File: config.mk
export PLATFORM = sky130hd
export DESIGN_NAME = iot_event_arbiter_flat
export DESIGN_NICKNAME = d
export VERILOG_FILES = /design/src/rtl/iot_pkg.sv /design/src/rtl/iot_event_arbiter_if.sv /design/src/rtl/rr_picker.sv /design/src/rtl/iot_event_arbiter.sv /design/src/flat_wrapper.sv
export SDC_FILE = /design/constraint.sdc
export NUM_CORES = 1
export LEC_CHECK = 0
export BUFFER_PORTS_ARGS = -buffer_cell sky130_fd_sc_hd__buf_2
export CELL_PAD_IN_SITES_DETAIL_PLACEMENT = 1
export CELL_PAD_IN_SITES_GLOBAL_PLACEMENT = 1
export CORE_MARGIN = 3
export CORE_UTILIZATION = 41
export CTS_BUF_LIST = sky130_fd_sc_hd__clkbuf_8
export CTS_CLUSTER_SIZE = 28
export DETAILED_ROUTE_END_ITERATION = 10
export PLACE_DENSITY = 0.92
export RECOVER_POWER = 25
export SLEW_MARGIN = 0
export SYNTH_ARGS = -nofsm -noshare
export SYNTH_HDL_FRONTEND = slang
export SYNTH_HIERARCHICAL = 1
export SYNTH_SLANG_ARGS = --single-unit
File: constraint.sdc
create_clock -name clk -period 4.7 [get_ports clk]
set_input_delay 0.94 -clock clk [delete_from_list [all_inputs] [get_ports clk]]
set_output_delay 0.94 -clock clk [all_outputs]
set_load 0.01 [all_outputs]
File: src/rtl/iot_pkg.sv
// Shared constants and types for the IoT event arbiter and the monitor counter it feeds.
package iot_pkg;

    localparam logic DIR_ON  = 1'b1;
    localparam logic DIR_OFF = 1'b0;

    // Defaults shared with the active-device monitor counter.
    localparam int unsigned DefCntW       = 8;
    localparam int unsigned DefMaxDevices = 200;

    typedef enum logic [0:0] {
        StIdle,
        StGrant
    } arb_state_e;

endpackage

File: src/rtl/iot_event_arbiter_if.sv
// Gateway-side event bus between the requesting ports and the arbiter.
interface iot_event_arbiter_if
    import iot_pkg::*;
#(
    parameter int unsigned N_PORTS = 4,
    parameter int unsigned CNT_W   = DefCntW
);

    logic [N_PORTS-1:0] req;
    logic [N_PORTS-1:0] dir;
    logic               hold;
    logic [N_PORTS-1:0] ack;
    logic [N_PORTS-1:0] nack;
    logic               change;
    logic               on_off;
    logic [CNT_W-1:0]   shadow_count;
    logic               full;
    logic               empty;

    modport master (
        output req, dir, hold,
        input  ack, nack, change, on_off, shadow_count, full, empty
    );

    modport slave (
        input  req, dir, hold,
        output ack, nack, change, on_off, shadow_count, full, empty
    );

endinterface

File: src/rtl/rr_picker.sv
// Combinational round-robin search: first eligible index after rr_ptr_i, wrapping modulo N_PORTS.
module rr_picker #(
    parameter int unsigned N_PORTS = 4,
    parameter int unsigned PtrW    = 2
) (
    input  logic [N_PORTS-1:0] eligible_i,
    input  logic [PtrW-1:0]    rr_ptr_i,
    output logic [PtrW-1:0]    winner_o,
    output logic               valid_o
);

    int unsigned idx;

    always_comb begin
        valid_o  = 1'b0;
        winner_o = rr_ptr_i;
        idx      = 0;
        for (int unsigned off = 1; off <= N_PORTS; off++) begin
            idx = 32'(rr_ptr_i) + off;
            if (idx >= N_PORTS) begin
                idx = idx - N_PORTS;
            end
            if (!valid_o && eligible_i[idx]) begin
                valid_o  = 1'b1;
                winner_o = PtrW'(idx);
            end
        end
    end

endmodule

File: src/rtl/iot_event_arbiter.sv
// Round-robin arbiter forwarding connect/disconnect events to the active-device monitor.
// Optional statistics outputs are enabled with the IOT_ARB_STATS_EN macro.
module iot_event_arbiter
    import iot_pkg::*;
#(
    parameter int unsigned N_PORTS     = 4,
    parameter int unsigned CNT_W       = DefCntW,
    parameter int unsigned MAX_DEVICES = DefMaxDevices
) (
    input  logic                          clk,
    input  logic                          rst,
    iot_event_arbiter_if.slave            bus
`ifdef IOT_ARB_STATS_EN
    ,
    output logic [15:0]                   refuse_cnt,
    output logic [$clog2(N_PORTS)-1:0]    last_refused
`endif
);

    localparam int unsigned PtrW = (N_PORTS > 1) ? $clog2(N_PORTS) : 1;
    localparam logic [CNT_W-1:0] MaxCnt = CNT_W'(MAX_DEVICES);

    arb_state_e         state_q, state_d;
    logic [PtrW-1:0]    rr_ptr_q, rr_ptr_d;
    logic [N_PORTS-1:0] ack_q, ack_d;
    logic [N_PORTS-1:0] nack_q, nack_d;
    logic               change_q, change_d;
    logic               on_off_q, on_off_d;
    logic [CNT_W-1:0]   count_q, count_d;
    logic               full_q, full_d;
    logic               empty_q, empty_d;

    logic [N_PORTS-1:0] eligible;
    logic [PtrW-1:0]    winner;
    logic               win_valid;
    logic               grant;

    // A port whose response is on the bus this cycle is masked from arbitration.
    assign eligible = bus.req & ~((ack_q | nack_q) & {N_PORTS{state_q == StGrant}});
    assign grant    = win_valid && !bus.hold;

    rr_picker #(
        .N_PORTS (N_PORTS),
        .PtrW    (PtrW)
    ) u_rr_picker (
        .eligible_i (eligible),
        .rr_ptr_i   (rr_ptr_q),
        .winner_o   (winner),
        .valid_o    (win_valid)
    );

    always_comb begin
        state_d  = StIdle;
        rr_ptr_d = rr_ptr_q;
        ack_d    = '0;
        nack_d   = '0;
        change_d = 1'b0;
        on_off_d = 1'b0;
        count_d  = count_q;
        if (grant) begin
            state_d  = StGrant;
            rr_ptr_d = winner;
            if (bus.dir[winner] == DIR_ON && count_q < MaxCnt) begin
                ack_d[winner] = 1'b1;
                change_d      = 1'b1;
                on_off_d      = DIR_ON;
                count_d       = count_q + CNT_W'(1);
            end else if (bus.dir[winner] == DIR_OFF && count_q != '0) begin
                ack_d[winner] = 1'b1;
                change_d      = 1'b1;
                on_off_d      = DIR_OFF;
                count_d       = count_q - CNT_W'(1);
            end else begin
                nack_d[winner] = 1'b1;
            end
        end
        full_d  = (count_d == MaxCnt);
        empty_d = (count_d == '0);
    end

    always_ff @(posedge clk) begin
        if (rst) begin
            state_q  <= StIdle;
            rr_ptr_q <= PtrW'(N_PORTS - 1);
            ack_q    <= '0;
            nack_q   <= '0;
            change_q <= 1'b0;
            on_off_q <= 1'b0;
            count_q  <= '0;
            full_q   <= 1'b0;
            empty_q  <= 1'b1;
        end else begin
            state_q  <= state_d;
            rr_ptr_q <= rr_ptr_d;
            ack_q    <= ack_d;
            nack_q   <= nack_d;
            change_q <= change_d;
            on_off_q <= on_off_d;
            count_q  <= count_d;
            full_q   <= full_d;
            empty_q  <= empty_d;
        end
    end

    assign bus.ack          = ack_q;
    assign bus.nack         = nack_q;
    assign bus.change       = change_q;
    assign bus.on_off       = on_off_q;
    assign bus.shadow_count = count_q;
    assign bus.full         = full_q;
    assign bus.empty        = empty_q;

`ifdef IOT_ARB_STATS_EN
    logic [15:0]     refuse_cnt_q, refuse_cnt_d;
    logic [PtrW-1:0] last_refused_q, last_refused_d;

    always_comb begin
        refuse_cnt_d   = refuse_cnt_q;
        last_refused_d = last_refused_q;
        if (|nack_d) begin
            last_refused_d = winner;
            if (refuse_cnt_q != 16'hFFFF) begin
                refuse_cnt_d = refuse_cnt_q + 16'd1;
            end
        end
    end

    always_ff @(posedge clk) begin
        if (rst) begin
            refuse_cnt_q   <= '0;
            last_refused_q <= '0;
        end else begin
            refuse_cnt_q   <= refuse_cnt_d;
            last_refused_q <= last_refused_d;
        end
    end

    assign refuse_cnt   = refuse_cnt_q;
    assign last_refused = last_refused_q[$clog2(N_PORTS)-1:0];
`endif

endmodule

File: src/flat_wrapper.sv
// flat-port wrapper written by rule: the top's interface ports become plain ports
module iot_event_arbiter_flat import iot_pkg::*;
#(
    parameter int unsigned N_PORTS     = 4,
    parameter int unsigned CNT_W       = DefCntW,
    parameter int unsigned MAX_DEVICES = DefMaxDevices
)
  (clk, rst, bus_req, bus_dir, bus_hold, bus_ack, bus_nack, bus_change, bus_on_off, bus_shadow_count, bus_full, bus_empty);
  iot_event_arbiter_if #(.N_PORTS(N_PORTS), .CNT_W(CNT_W)) bus_i ();
  input  logic clk;
  input  logic rst;
  input wire logic [$bits(bus_i.req)-1:0] bus_req;
  input wire logic [$bits(bus_i.dir)-1:0] bus_dir;
  input wire logic [$bits(bus_i.hold)-1:0] bus_hold;
  output wire logic [$bits(bus_i.ack)-1:0] bus_ack;
  output wire logic [$bits(bus_i.nack)-1:0] bus_nack;
  output wire logic [$bits(bus_i.change)-1:0] bus_change;
  output wire logic [$bits(bus_i.on_off)-1:0] bus_on_off;
  output wire logic [$bits(bus_i.shadow_count)-1:0] bus_shadow_count;
  output wire logic [$bits(bus_i.full)-1:0] bus_full;
  output wire logic [$bits(bus_i.empty)-1:0] bus_empty;
  assign bus_i.req = bus_req;
  assign bus_i.dir = bus_dir;
  assign bus_i.hold = bus_hold;
  assign bus_ack = bus_i.ack;
  assign bus_nack = bus_i.nack;
  assign bus_change = bus_i.change;
  assign bus_on_off = bus_i.on_off;
  assign bus_shadow_count = bus_i.shadow_count;
  assign bus_full = bus_i.full;
  assign bus_empty = bus_i.empty;
  iot_event_arbiter #(.N_PORTS(N_PORTS), .CNT_W(CNT_W), .MAX_DEVICES(MAX_DEVICES)) u_core (.clk(clk), .rst(rst), .bus(bus_i));
endmodule
==> out/qor.yml <==
yosysTopAreaCell: "dfxtp_1"
cp_slowest_cell: "mux4_2"
arrival_ps: 4210
fin_skew_ps: 3.10
cts_tree: "done"
cts_resized: 0
powerDensity_mw_per_mm2: 617
num_vias: 1409
antenna_found_initial: 0
p_leak_uw: 0.000666
ctsHtreeMaxLevel: 1
yosysSeqAreaShare_pct: 34.2
area_growth_pct: 15.1
cts_buffers: 3
viasPerCell: 6.13
path_cells: "buf_2 -> and2_1 -> inv_1 -> o22ai_1 -> a221o_1 -> mux4_2 -> a211oi_1 -> nor2_2 -> nor4b_1 -> a21oi_1 -> a221oi_2"
yosys-top-cells-area: "dfxtp_1 34%, and2_1 3.7%, nor2_1 3.6%, and3_1 3.3%, xnor2_1 3.3%"
maxSlewViolCount: 0
die_area_mm2: 0.00401
synthCells: 160
grt_pass1_vias: 1438
internal_power_uw: 500
gp_congestion: 0.908
cp-start-kind: "primary input"
path_class: "primary input to flip-flop"
critPathMaxFanout: 19
async_flop_share_pct: 0
route.detailed.drc: 0
ir_drop_uv: 190
clkTransAtPathRegs_ps: 80
min_period_ps: 4030
boundaryPins: 31
final_cell_mix: "23 x dfxtp_1, 20 x buf_2, 13 x nor2_1"
ys_ff_latch: 23
sw_frac_of_total_pct: 47.7
fp.coreArea_mm2: 0.00310
grt_usage_pct: 22.6
nets: 200
diodes: 0
finalSetupViolCount: 0
die_x_um: 63.3
wl_per_cell_um: 19.4
drive_gt1_share_pct: 16.7
routed_wl_um: 4470
status: "finished clean"
clockBufferDepth: 2
syn_nets: 173
hold_class: "flip-flop to flip-flop"
seqPwrFrac_pct: 33.9
num_rows: 20
pwr-share-comb_pct: 53.3
rsz0062_at_grt: "false"
drv_cap: 0
cpLargestDelayFamily: "compound AO/OA/AOI/OAI gates"
cts-root-buf: "clkbuf_8"
hold_ws_ps: 512
syn-cell-area_mm2: 0.00135
slew_headroom_pct: 31.0
start_util_pct: 43.4
postCtsHoldBufs: 0
hpwl_um: 3190
cpPeakStageDelay_ps: 760
clock_power_share_pct: 12.9
synth_edf_count: 0
crit_buf_inv: 2
yosys_warnings: 6
post_cts_buffers: 0
synth_cell_types: 46
grt_pass1_wl_um: 7210
synth_top_area_share_pct: 34.2
clock_latency_ps: 260
synthFlopType: "dfxtp_1"
required_ps: 4880
grt_max_degree: 20
final_common_cell: "dfxtp_1"
post-route-period-util_pct: 85.7
clock_sinks: 23
avgSynthCellArea_um2: 8.41
drt_iter0_drc: 74
die_height_um: 63.3
fmax_mhz: 248
io_buffers: 30
grt-ovfl-total: 0
worstSetupEndpointType: "flip-flop"
antenna_left: 0
power_switching_uw: 456
tightest_slew_ps: 1020
drt_pass1_iterations: 4
fin_setup_tns_ps: 0
hold_viol: 0
-- path summary, 6_finish.rpt --
kind              depth (start not counted)  slack [ps]                from                  to
setup / recovery                         11         670          bus_req[3]    u_core/bus.empty
hold / removal                            2         510  u_core/rr_ptr_q[0]  u_core/rr_ptr_q[0]
setup reg to reg                         10         900  u_core/bus.nack[2]    u_core/bus.empty
hold reg to reg                           2         510  u_core/rr_ptr_q[0]  u_core/rr_ptr_q[0]
-- cell usage after synthesis (all sizes together) (2+ instances only) --
cell    number
clkbuf       8
xnor2        5
xor2         2
nor3         8
nor2b        2
a22oi        2
nand2b       3
nor4b        3
a21oi        5
o311ai       2
mux2i        3
o21ai        6
a31oi        2
nand2       10
a211oi       4
nand4        3
and4b        3
and2         8
and3         7
nand3        5
o22ai        2
a211o        2
dfxtp       23
nor2        14
ha           2
o31ai        2
inv          7
or4b         2
nor4         2
-- power groups by stage --
stage	Combinational (uW)	Sequential [uW]	Clock, uW
global placement	453	317	0
global route	548	332	132
finish	509	324	123
floorplan	376	288	0
CTS	498	320	124
detailed placement	485	325	0
-- layer usage --
| layer | vias to the layer above | part of all wire (%) | track usage [%] |
|---|---|---|---|
| met3 | 10 | 6.6 | 3.21 |
| li1 | 640 | - | - |
| met5 | - | 0 | 0 |
| met1 | 697 | 41 | 27.2 |
| met2 | 62 | 50 | 39.9 |
| met4 | 0 | 2.2 | 9.43 |
-- kinds of logic (layout without fill, tap and decap cells) --
group	Yosys count	in the layout	share of synthesized area [%]
muxes	4	4	3.90
adders and majority gates	2	2	1.86
xor gates and xnor gates	7	7	4.55
DFF	23	23	34.2
AOI/OAI and AO/OA	33	33	18.2
and+or+nand+nor	75	75	32.3
buffers and inverters	16	42	5.02
-- through the flow --
| stage | instances | area (um2) | util [%] | total power [uW] | setup WS [ps] |
|---|---|---|---|---|---|
| global route | 230 | 1550 | 50.0 | 1010 | 519 |
| global placement | 226 | 1520 | 48.9 | 770 | 740 |
| finish | 230 | 1550 | 50.0 | 956 | 671 |
| detailed placement | 226 | 1520 | 48.9 | 811 | 568 |
| CTS | 230 | 1560 | 50.4 | 942 | 806 |
| floorplan | 160 | 1350 | - | 665 | 1080 |
-- sequential cells by signal, summed over array words and instances (netlist names) --
name                     count
u_core/bus.ack               4
u_core/bus.empty             1
u_core/state_q               1
u_core/bus.on_off            1
u_core/bus.full              1
u_core/bus.shadow_count      8
u_core/bus.change            1
u_core/bus.nack              4
u_core/rr_ptr_q              2
-- layout make-up --
class                   instances  area [um2]
flip-flops and latches         23         460
clock inverters                 1        3.75
clock buffers                   3        41.3
repair buffers                 31         145
multi-input cells             121         818
well taps                      44        55.1
inverters                       7        26.3
fillers                       405        1550
-- worst register-to-register path, stage by stage (launching register included) --
cell	delay [ps]
dfxtp_1	330
o21ai_0	270
and2_1	240
inv_1	60
a221o_1	430
mux4_2	690
a211oi_1	700
nor2_2	240
nor4b_1	390
a21oi_1	110
a221oi_2	260
(Power assumes the default switching activity.)
